$ cat config.mk
export PLATFORM = sky130hd
export DESIGN_NAME = psg_frame_sequencer
export DESIGN_NICKNAME = d
export VERILOG_FILES = /design/src/rtl/psg_frame_sequencer.sv
export SDC_FILE = /design/constraint.sdc
export NUM_CORES = 1
export LEC_CHECK = 0
export ABC_AREA = 1
export ABC_CLOCK_PERIOD_IN_PS = 1600
export CAP_MARGIN = 25
export CORE_ASPECT_RATIO = 0.8
export CORE_MARGIN = 2
export CORE_UTILIZATION = 25
export DETAILED_ROUTE_END_ITERATION = 10
export PLACE_DENSITY = 0.51
export SLEW_MARGIN = 20
export SYNTH_ARGS = -nofsm -noshare
export SYNTH_HDL_FRONTEND = slang
export SYNTH_SLANG_ARGS = --single-unit
$ cat constraint.sdc
create_clock -name clk_i -period 1.6 [get_ports clk_i]
set_clock_uncertainty 0.1 [all_clocks]
set_input_delay 0.16 -clock clk_i [delete_from_list [all_inputs] [get_ports clk_i]]
set_output_delay 0.16 -clock clk_i [all_outputs]
set_load 0.02 [all_outputs]
$ cat src/rtl/psg_frame_sequencer.sv
// -----------------------------------------------------------------------------
// psg_frame_sequencer
//
// Frame sequencer for the PSG output path. A frame is FRAME_LAST+1 clocks long.
// The block:
//   * generates the select count for the channel summer and its channel mux;
//   * double-buffers the channel output-enable mask, so the active mask only
//     changes at a frame boundary (or at any edge while idle);
//   * captures the summed result once per frame, at the end of count 4, into a
//     one-entry valid/ready buffer, and flags a capture that finds the buffer
//     full as an overrun.
//
// Optional feature (macro PSG_SEQ_OVRCNT_EN):
//   defined   - ovr_cnt_o is a saturating 8-bit count of dropped samples,
//               cleared only by rst_i.
//   undefined - no counter is built and ovr_cnt_o is tied to 8'd0.
//
// Ports:
//   clk_i      in   1  master clock
//   rst_i      in   1  asynchronous active-high reset
//   en_i       in   1  run request, sampled at idle and at frame end
//   cfg_we_i   in   1  output-mask write strobe
//   cfg_dat_i  in   4  new output-enable mask (bit n = channel n)
//   cnt_o      out  8  select count to the summer
//   ch_sel_o   out  2  channel-mux select (always cnt_o[1:0])
//   outctrl_o  out  4  active output-enable mask
//   sum_i      in  22  summed output from the summer
//   smp_o      out 22  captured frame sample
//   smp_vld_o  out  1  sample valid
//   smp_rdy_i  in   1  downstream ready
//   ovr_o      out  1  sticky overrun flag
//   ovr_clr_i  in   1  clears ovr_o (a same-edge overrun wins)
//   ovr_cnt_o  out  8  overrun count
//   busy_o     out  1  high while running
// -----------------------------------------------------------------------------
module psg_frame_sequencer #(
   parameter logic [7:0] FRAME_LAST = 8'd255
) (
   input  logic        clk_i,
   input  logic        rst_i,
   input  logic        en_i,
   input  logic        cfg_we_i,
   input  logic [3:0]  cfg_dat_i,
   output logic [7:0]  cnt_o,
   output logic [1:0]  ch_sel_o,
   output logic [3:0]  outctrl_o,
   input  logic [21:0] sum_i,
   output logic [21:0] smp_o,
   output logic        smp_vld_o,
   input  logic        smp_rdy_i,
   output logic        ovr_o,
   input  logic        ovr_clr_i,
   output logic [7:0]  ovr_cnt_o,
   output logic        busy_o
);

   typedef enum logic [0:0] {
      ST_IDLE = 1'b0,
      ST_RUN  = 1'b1
   } state_t;

   state_t      state_r;
   logic [7:0]  cnt_r;
   logic [1:0]  ch_sel_r;
   logic        busy_r;
   logic [3:0]  pend_r;
   logic [3:0]  outctrl_r;
   logic [21:0] smp_r;
   logic        vld_r;
   logic        ovr_r;

   logic [3:0]  pend_nxt_s;
   logic [7:0]  cnt_inc_s;
   logic        run_s;
   logic        wrap_s;
   logic        capture_s;
   logic        xfer_s;
   logic        drop_s;

   // Frame-position decodes and the pending-mask next value (write bypass).
   always_comb begin
      pend_nxt_s = pend_r;
      if (cfg_we_i) begin
         pend_nxt_s = cfg_dat_i;
      end else begin
         pend_nxt_s = pend_r;
      end
      cnt_inc_s = cnt_r + 8'd1;
      run_s     = (state_r == ST_RUN);
      wrap_s    = run_s && (cnt_r == FRAME_LAST);
      // sum_i is final during count 4, so it is sampled on the edge ending it.
      capture_s = run_s && (cnt_r == 8'd4);
      xfer_s    = vld_r && smp_rdy_i;
      // A capture only loses data when the old sample is not leaving this edge.
      drop_s    = capture_s && vld_r && !smp_rdy_i;
   end

   // Run/idle FSM with the registered count, channel select and busy flag.
   always_ff @(posedge clk_i or posedge rst_i) begin
      if (rst_i) begin
         state_r  <= ST_IDLE;
         cnt_r    <= 8'd0;
         ch_sel_r <= 2'd0;
         busy_r   <= 1'b0;
      end else begin
         case (state_r)
            ST_IDLE: begin
               // The entry cycle is already count 0 of the first frame.
               cnt_r    <= 8'd0;
               ch_sel_r <= 2'd0;
               if (en_i) begin
                  state_r <= ST_RUN;
                  busy_r  <= 1'b1;
               end else begin
                  state_r <= ST_IDLE;
                  busy_r  <= 1'b0;
               end
            end
            ST_RUN: begin
               if (cnt_r == FRAME_LAST) begin
                  // en_i only matters here, so frames always complete.
                  cnt_r    <= 8'd0;
                  ch_sel_r <= 2'd0;
                  if (en_i) begin
                     state_r <= ST_RUN;
                     busy_r  <= 1'b1;
                  end else begin
                     state_r <= ST_IDLE;
                     busy_r  <= 1'b0;
                  end
               end else begin
                  cnt_r    <= cnt_inc_s;
                  ch_sel_r <= cnt_inc_s[1:0];
                  state_r  <= ST_RUN;
                  busy_r   <= 1'b1;
               end
            end
            default: begin
               state_r  <= ST_IDLE;
               cnt_r    <= 8'd0;
               ch_sel_r <= 2'd0;
               busy_r   <= 1'b0;
            end
         endcase
      end
   end

   // Output-mask double buffer: active mask loads while idle and at frame wrap.
   always_ff @(posedge clk_i or posedge rst_i) begin
      if (rst_i) begin
         pend_r    <= 4'd0;
         outctrl_r <= 4'd0;
      end else begin
         pend_r <= pend_nxt_s;
         if (!run_s || wrap_s) begin
            outctrl_r <= pend_nxt_s;
         end else begin
            outctrl_r <= outctrl_r;
         end
      end
   end

   // One-entry sample buffer and sticky overrun flag.
   always_ff @(posedge clk_i or posedge rst_i) begin
      if (rst_i) begin
         smp_r <= 22'd0;
         vld_r <= 1'b0;
         ovr_r <= 1'b0;
      end else begin
         if (capture_s) begin
            if (!vld_r || smp_rdy_i) begin
               // Empty, or the old sample leaves on this same edge.
               smp_r <= sum_i;
               vld_r <= 1'b1;
            end else begin
               // Full and stalled: keep the old sample, drop the new one.
               smp_r <= smp_r;
               vld_r <= 1'b1;
            end
         end else if (xfer_s) begin
            vld_r <= 1'b0;
         end else begin
            vld_r <= vld_r;
         end

         if (drop_s) begin
            ovr_r <= 1'b1;
         end else if (ovr_clr_i) begin
            ovr_r <= 1'b0;
         end else begin
            ovr_r <= ovr_r;
         end
      end
   end

`ifdef PSG_SEQ_OVRCNT_EN
   logic [7:0] ovr_cnt_r;

   // Saturating dropped-sample counter; only rst_i clears it.
   always_ff @(posedge clk_i or posedge rst_i) begin
      if (rst_i) begin
         ovr_cnt_r <= 8'd0;
      end else if (drop_s && (ovr_cnt_r != 8'd255)) begin
         ovr_cnt_r <= ovr_cnt_r + 8'd1;
      end else begin
         ovr_cnt_r <= ovr_cnt_r;
      end
   end

   assign ovr_cnt_o = ovr_cnt_r;
`else
   assign ovr_cnt_o = 8'd0;
`endif

   assign cnt_o     = cnt_r;
   assign ch_sel_o  = ch_sel_r;
   assign busy_o    = busy_r;
   assign outctrl_o = outctrl_r;
   assign smp_o     = smp_r;
   assign smp_vld_o = vld_r;
   assign ovr_o     = ovr_r;

endmodule

# --- Word-level counts from Yosys, hierarchy flattened ---
# Cells that the tools add are included.
word_totals:
  register_bits: 43
  inputBits: 32
  out_inout_bits: 47
classes:
  addsub: 1
  eq_ne: 2
  n_mux: 12
  bitwise_logic: 1
  reduce_logical: 13
op_table:
  columns: ["cell", "count"]
  rows:
  - ["$pmux 8 s2", 1]
  - ["$add 8x1->8 const B", 1]
  - ["$eq 8x3->1 const B", 1]
  - ["$eq 8x8->1 const B", 1]
  - ["$mux 8", 1]
  - ["$mux 1", 6]
  - ["$logic_and 1x1->1", 5]
  - ["$mux 4", 1]
  - ["$pmux 2 s2", 1]
  - ["$reduce_bool 2->1", 2]
  - ["$logic_not 1->1", 3]
  - ["$logic_or 1x1->1", 2]
  - ["$mux 2", 1]
  - ["$pmux 1 s2", 1]
  - ["$reduce_and 2->1", 1]
  - ["$not 1->1", 1]

# --- Logic depth before layout (Yosys ltp) ---
# Gate-level depths: netlist of the first run.
logic_depth:
  ltp_word: 5
  ltp_mapped: 8

# --- Worst setup path before layout of the first run ---
# OpenSTA, ideal clock, no wires.
synth_path:
  path_type: "register -> register"
  start: "register ch_sel_o[0] (netlist name)"
  end: "register smp_r[17], in the netlist smp_o[17]"
  setup_ns: 0.118
  arrival_time_ns: 1.310
  t_required_ns: 1.382
  setup_slack_ns: 0.072
  path_stages_with_launch: 9
  path_buffers: 1
  period_less_slack_ns: 1.528
  path_cell_list: "dfrtp_1 > inv_1 > ha_1 > nand2_4 > nor2_8 > nand3_4 > buf_6 > nand2_1 > nand2_1"
synth_lines:
  columns: ["item", "line_no", "source"]
  rows:
  - ["end signal: assignment", "173", "smp_r <= sum_i;"]
  - ["end signal: assignment", "177", "smp_r <= smp_r;"]
  - ["end: declaration", "68", "logic [21:0] smp_r;"]

# --- Worst setup path after layout of the first run ---
layout_path:
  start: "register smp_r[6], in the netlist smp_o[6]"
  end: "output port smp_o[6]"
layout_lines:
  columns: ["item", "line_no", "source"]
  rows:
  - ["end: declaration", "48", "output logic [21:0] smp_o,"]
# No word-level cell between the ends.

==> qor.yml, run 1 <==
outcome: "finished, final reports clean"
crit_path_max_fanout: 2
yosysUniqueCellTypes: 23
grt_pass1_vias: 1601
dieHeight_um: 81.99
post-route-period-util_pct: 97.40
area_growth_pct: 58.06
finalNetCount: 331
drtPass1Iterations: 4
arrival_ns: 1.30
syn-cell-area_sq_um: 1901
wire_per_inst_um: 12.66
place_area_sq_um: 2730
cpPeakStageDelay_ns: 0.62
start_util_pct: 25.71
grt_pass1_wl_um: 7790
cts-root-buf: "clkbuf_8"
grt.total_usage_pct: 12.14
path_delay_family: "buffers and inverters"
setup_ws_ns: 0.04155
fin_area_sq_um: 3004
cts_buffers: 5
syn_area_per_cell_sq_um: 8.965
drt-total-wl_um: 5101
grt_overflow_total: 0
cts_buffer_depth: 2
portBuffers: 70
place_ws_ns: -0.008273
clk_pin_slew_ns: 0.09
ys_seq_elements: 41
ir_drop_mv: 0.3771
vias: 1674
cap_violations: 0
h-tree-depth: 2
period_needed_ns: 1.558
crit_slowest_cell: "clkdlybuf4s50_1"
path_buf_inv: 1
crit_chain: "clkdlybuf4s50_1"
max_freq_ghz: 0.6417
clk_latency_ns: 0.30
die_w_um: 101.5
place_hpwl_um: 3607
critPathLaunchType: "flip-flop"
power.density_nw_per_um2: 793.3
drt_iter0_markers: 63
critPathKind: "reg2out"
worstSetupEndpointType: "primary output"
detail-route-antenna-nets: 0
synth-warning-count: 0
yosys.area.top_type: "dfrtp_1"
syn_inst: 212
cts.sinks: 41
n_antenna_cell: 0
finalMaxSlewViolations: 0
cts_hold_buf: 0
drive_gt1_share_pct: 15.10
setup_viol: 0
cts_tree: "yes"
grt_max_degree: 18
gp_congestion: 0.8299
ios: 79
leakagePower_nw: 1.407
min_path_type: "in2async"
synth_top_area_share_pct: 53.98
n_fill_cell: 763
vias_per_cell: 4.154
drc: 0
antenna_found_initial: 0
std_cell_rows: 28
dieArea_sq_um: 8320
ys_seq_area_share_pct: 53.98
coreArea_sq_um: 7392
finalHoldViolations: 0
synth_area_leaders: "dfrtp_1 (54%), nand2_1 (14%), nand4_1 (7.6%)"
worst_ep_required_time_ns: 1.34
[routing by layer]
layer	GRT usage (%)	up-vias	part of all wire, %
met1	17.51	774	51
met2	17.62	45	42
met4	3.243	0	0.73
met5	0	-	0
li1	-	850	-
met3	3.660	5	6.4
[power breakdown]
part | internal (mW) | switching [mW] | total, mW
sequential | 1.08 | 0.0221 | 1.10
clock | 0.628 | 0.384 | 1.01
combinational | 0.145 | 0.127 | 0.272
[stage by stage]
step	setup TNS (ns)	util [%]	hold slack (ns)	cells	total power, mW
floorplan	0	-	0.1595	219	1.234
global placement	0	36.93	0.3550	387	1.393
detailed placement	-0.008273	36.93	0.3604	387	1.392
CTS	0	38.85	0.04502	396	2.413
global route	-0.005567	40.64	0.07555	403	2.487
finish	0	40.64	0.04331	403	2.383
[logic make-up after synthesis]
logic type / count (synthesis) / synth area share (%)
simple gates: 122 / 30.68
xor+xnor: 1 / 0.4609
buf+inv: 36 / 10.93
fa+ha+maj: 2 / 1.316
compound gates: 9 / 2.436
flops: 41 / 53.98
other cells: 1 / 0.1973
[sequential cells by signal (all words and copies together) (netlist names)]
name and flops:
smp_vld_o 1, cnt_o 7, smp_o 22, pend_r 4, ovr_o 1, busy_o 1, outctrl_o 4, ch_sel_o 1
[repair_timing]
item                                    in CTS  in global routing
gates cloned                                 1                  3
endpoints found under the setup margin      33                 21
gates resized for setup                     12                 16
hold endpoints to repair                     0                  0
buffers inserted                             0                  4
pin swaps                                    0                  5
[cell usage after synthesis]
cell / n
nand3_4: 1
nor2_1: 11
nor3b_1: 2
nand4_1: 23
nor2_8: 1
ha_1: 2
nor2_4: 1
nand2_4: 1
buf_6: 2
nand2_2: 2
o22ai_1: 1
buf_4: 15
xor2_1: 1
nand3_1: 8
buf_2: 1
o21ai_0: 6
clkbuf_1: 1
nand2_1: 72
dfrtp_1: 41
inv_2: 2
inv_1: 15
conb_1: 1
a21oi_1: 2
[path summary, 6_finish.rpt]
path	from	endpoint	slack (ns)	depth (start not counted)
worst max-delay path	smp_o[6]$_DFFE_PP0P_	smp_o[6]	0.04	1
worst min-delay path	rst_i	smp_vld_o$_DFFE_PP0P_	0.04	2
worst max register to register	ch_sel_o[0]$_DFF_PP0_	smp_o[18]$_DFFE_PP0P_	0.09	7
worst min register to register	smp_o[3]$_DFFE_PP0P_	smp_o[3]$_DFFE_PP0P_	0.38	2
max in group asynchronous	rst_i	smp_o[2]$_DFFE_PP0P_	0.95	3
min in group clk_i	en_i	busy_o$_DFF_PP0_	0.28	3
[layout make-up]
cell class / instances / area [sq um] / area share, %
clock inverter: 3 / 68.82 / 2.291
sequential: 41 / 1027 / 34.19
tap: 105 / 131.4 / 4.373
timing repair buffer: 87 / 875.8 / 29.15
inverter: 17 / 63.81 / 2.124
multi-input combinational: 145 / 768.2 / 25.57
clock buffer: 5 / 68.82 / 2.291
[layout by cell type (no fill, tap or decap)]
master and instances:
a21oi_1 2, buf_12 3, buf_4 12, buf_6 1, bufinv_16 2, clkbuf_16 1
clkbuf_8 5, clkdlybuf4s50_1 58, conb_1 8, dfrtp_1 40, dfrtp_2 1, dlygate4sd2_1 11
dlymetal6s2s_1 1, ha_1 1, ha_4 1, inv_1 12, inv_2 5, inv_6 1
nand2_1 68, nand2_2 6, nand2_4 1, nand3_1 8, nand3_4 4, nand4_1 23
nor2_1 11, nor2_4 1, nor2_8 1, nor3b_1 2, o21ai_0 6, o22ai_1 1
xor2_1 1
Note: power is estimated with default switching activity, not from simulation.
==> run 2, diff against run 1 <==
--- a/config.mk
+++ b/config.mk
@@ -6,7 +6,7 @@
 export NUM_CORES = 1
 export LEC_CHECK = 0
 export ABC_AREA = 1
-export ABC_CLOCK_PERIOD_IN_PS = 1600
+export ABC_CLOCK_PERIOD_IN_PS = 2000
 export CAP_MARGIN = 25
 export CORE_ASPECT_RATIO = 0.8
 export CORE_MARGIN = 2
==> constraint.sdc (replaced) <==
create_clock -name clk_i -period 2 [get_ports clk_i]
set_clock_uncertainty 0.1 [all_clocks]
set_input_delay 0.2 -clock clk_i [delete_from_list [all_inputs] [get_ports clk_i]]
set_output_delay 0.2 -clock clk_i [all_outputs]
set_load 0.02 [all_outputs]
==> run 2 against run 1 <==
- first-iteration DRC count is 21% higher
- cell count is 3.7% lower
- sequential share of layout area is 3.0 points higher
- setup slack better by 0.16 ns
- flip-flop and latch count stayed put
- combinational power is 22% lower
==> qor.yml, run 2 (synthesis results as in run 1) <==
cts.sinks: 41  # unchanged
clk_latency_ns: 0.29  # was 0.30 ns
n_antenna_cell: 0  # unchanged
grt_pass1_wl_um: 7872  # was 7790 um
outcome: "finished, final reports clean"  # unchanged
antenna_found_initial: 0  # unchanged
power.density_nw_per_um2: 603.8  # was 793.3 nW/um^2
period_needed_ns: 1.797
gp_congestion: 0.7829  # was 0.8299
grt_max_degree: 25  # was 18
vias_per_cell: 4.147  # was 4.154
drt-total-wl_um: 4774  # was 5101 um
drive_gt1_share_pct: 7.774  # was 15.10%
setup_viol: 0  # unchanged
path_delay_family: "buffers and inverters"  # unchanged
grt_overflow_total: 0  # unchanged
area_growth_pct: 45.29  # was 58.06%
mostFrequentLayoutCell: "nand2_1"  # unchanged
grt.total_usage_pct: 12.21  # was 12.14%
dieHeight_um: 81.99  # unchanged
arrival_ns: 1.50  # was 1.30 ns
critPathLaunchType: "flip-flop"  # unchanged
finalSetupTns_ns: 0  # unchanged
worstSetupEndpointType: "primary output"  # unchanged
power.total_mw: 1.667  # was 2.383 mW
cts_tree: "yes"  # unchanged
min_path_type: "in2async"  # unchanged
post-route-period-util_pct: 89.85
cap_violations: 0  # unchanged
cts_resized: 0  # was 12
drt_iter0_markers: 76  # was 63
critPathKind: "reg2out"  # unchanged
crit_chain: "clkdlybuf4s50_1"  # unchanged
drc: 0  # unchanged
finalNetCount: 316  # was 331
final_cell_mix: "nand2_1 (72), clkdlybuf4s50_1 (70), dfrtp_1 (41), nand4_1 (23), inv_1 (14)"  # was nand2_1 (68), clkdlybuf4s50_1 (58), dfrtp_1 (40), nand4_1 (23)
cts_hold_buf: 0  # unchanged
n_fill_cell: 774  # was 763
finalHoldViolations: 0  # unchanged
fin_cells: 388  # was 403
die_w_um: 101.5  # unchanged
std_cell_rows: 28  # unchanged
crit_path_max_fanout: 7  # was 2
ios: 79  # unchanged
h-tree-depth: 2  # unchanged
dieArea_sq_um: 8320  # unchanged
portBuffers: 70  # unchanged
drtPass1Iterations: 4  # unchanged
cts_buffer_depth: 2  # unchanged
place_hpwl_um: 3462  # was 3607 um
ir_drop_mv: 0.2431  # was 0.3771 mV
finalMaxSlewViolations: 0  # unchanged
path_buf_inv: 1  # unchanged
cts_buffers: 5  # unchanged
max_freq_ghz: 0.5565
dpl.cell_count: 380  # was 387
clk_pin_slew_ns: 0.09  # about the same
rsz0062_at_grt: "no"
leakagePower_nw: 1.298  # was 1.407 nW
cpPeakStageDelay_ns: 0.67  # was 0.62 ns
grt_pass1_vias: 1618  # was 1601
cts_setup_buffers: 0  # unchanged
multi_input_area_sq_um: 693.2  # was 768.2 sq um
detail-route-antenna-nets: 0  # unchanged
start_util_pct: 25.71  # unchanged
largest_reg_flops: 22  # unchanged
crit_slowest_cell: "clkdlybuf4s50_1"  # unchanged
worst_ep_required_time_ns: 1.70  # was 1.34 ns
regArea_sq_um: 1026  # was 1027 sq um
vias: 1609  # was 1674
cts-root-buf: "clkbuf_8"  # unchanged
coreArea_sq_um: 7392  # unchanged
wire_per_inst_um: 12.30  # was 12.66 um
==> run 2: changes by cell type in the layout (fill, tap and decap cells not counted), moves of 3 or more <==
cell             delta
nand2_2             -4
dlygate4sd2_1      -11
clkdlybuf4s50_1    +12
nand2_1             +4
buf_4               -8
nand3_4             -3
==> run 2: metal layers <==
layer / routed length [um] / vias to the layer above / GRT usage, % / share of wire [%]
li1: - / 809 / - / -
met1: 2386 / 748 / 16.93 / 50
met2: 2034 / 50 / 18.28 / 43
met3: 335 / 2 / 4.596 / 7.0
met4: 19 / 0 / 2.432 / 0.40
met5: 0 / - / 0 / 0
==> run 2: layout make-up <==
| class | count | area share (%) |
|---|---|---|
| well taps | 105 | 4.758 |
| repair buffers | 75 | 27.19 |
| inverters | 17 | 2.311 |
| clock buffers | 6 | 2.990 |
| multi-input cells | 142 | 25.10 |
| flip-flops and latches | 41 | 37.15 |
| clock inverters | 2 | 0.4984 |
==> run 2: per-stage QoR <==
stage	instance area [sq um]	setup WS, ns	util (%)	hold slack, ns
global route	2761	0.1415	37.36	0.1482
CTS	2761	0.1687	37.36	0.1344
global placement	2665	0.4400	36.05	0.3635
finish	2761	0.2029	37.36	0.1264
detailed placement	2665	0.3916	36.05	0.3603
floorplan	1927	0.4720	-	0.1995
==> run 2: power breakdown <==
part	internal (mW)	total, mW	switching (mW)
logic	0.112	0.213	0.101
clock network	0.280	0.576	0.296
registers	0.861	0.878	0.0174
==> run 2: final timing paths <==
kind	from	end	slack [ns]	depth (start not counted)
setup / recovery	busy_o$_DFF_PP0_	busy_o	0.20	1
hold / removal	rst_i	ovr_o$_DFFE_PP0P_	0.13	2
setup reg to reg	ch_sel_o[0]$_DFF_PP0_	ovr_o$_DFFE_PP0P_	0.40	7
hold reg to reg	smp_o[20]$_DFFE_PP0P_	smp_o[20]$_DFFE_PP0P_	0.37	2
max in group asynchronous	rst_i	cnt_o[2]$_DFF_PP0_	1.20	3
min in group clk_i	en_i	busy_o$_DFF_PP0_	0.34	3
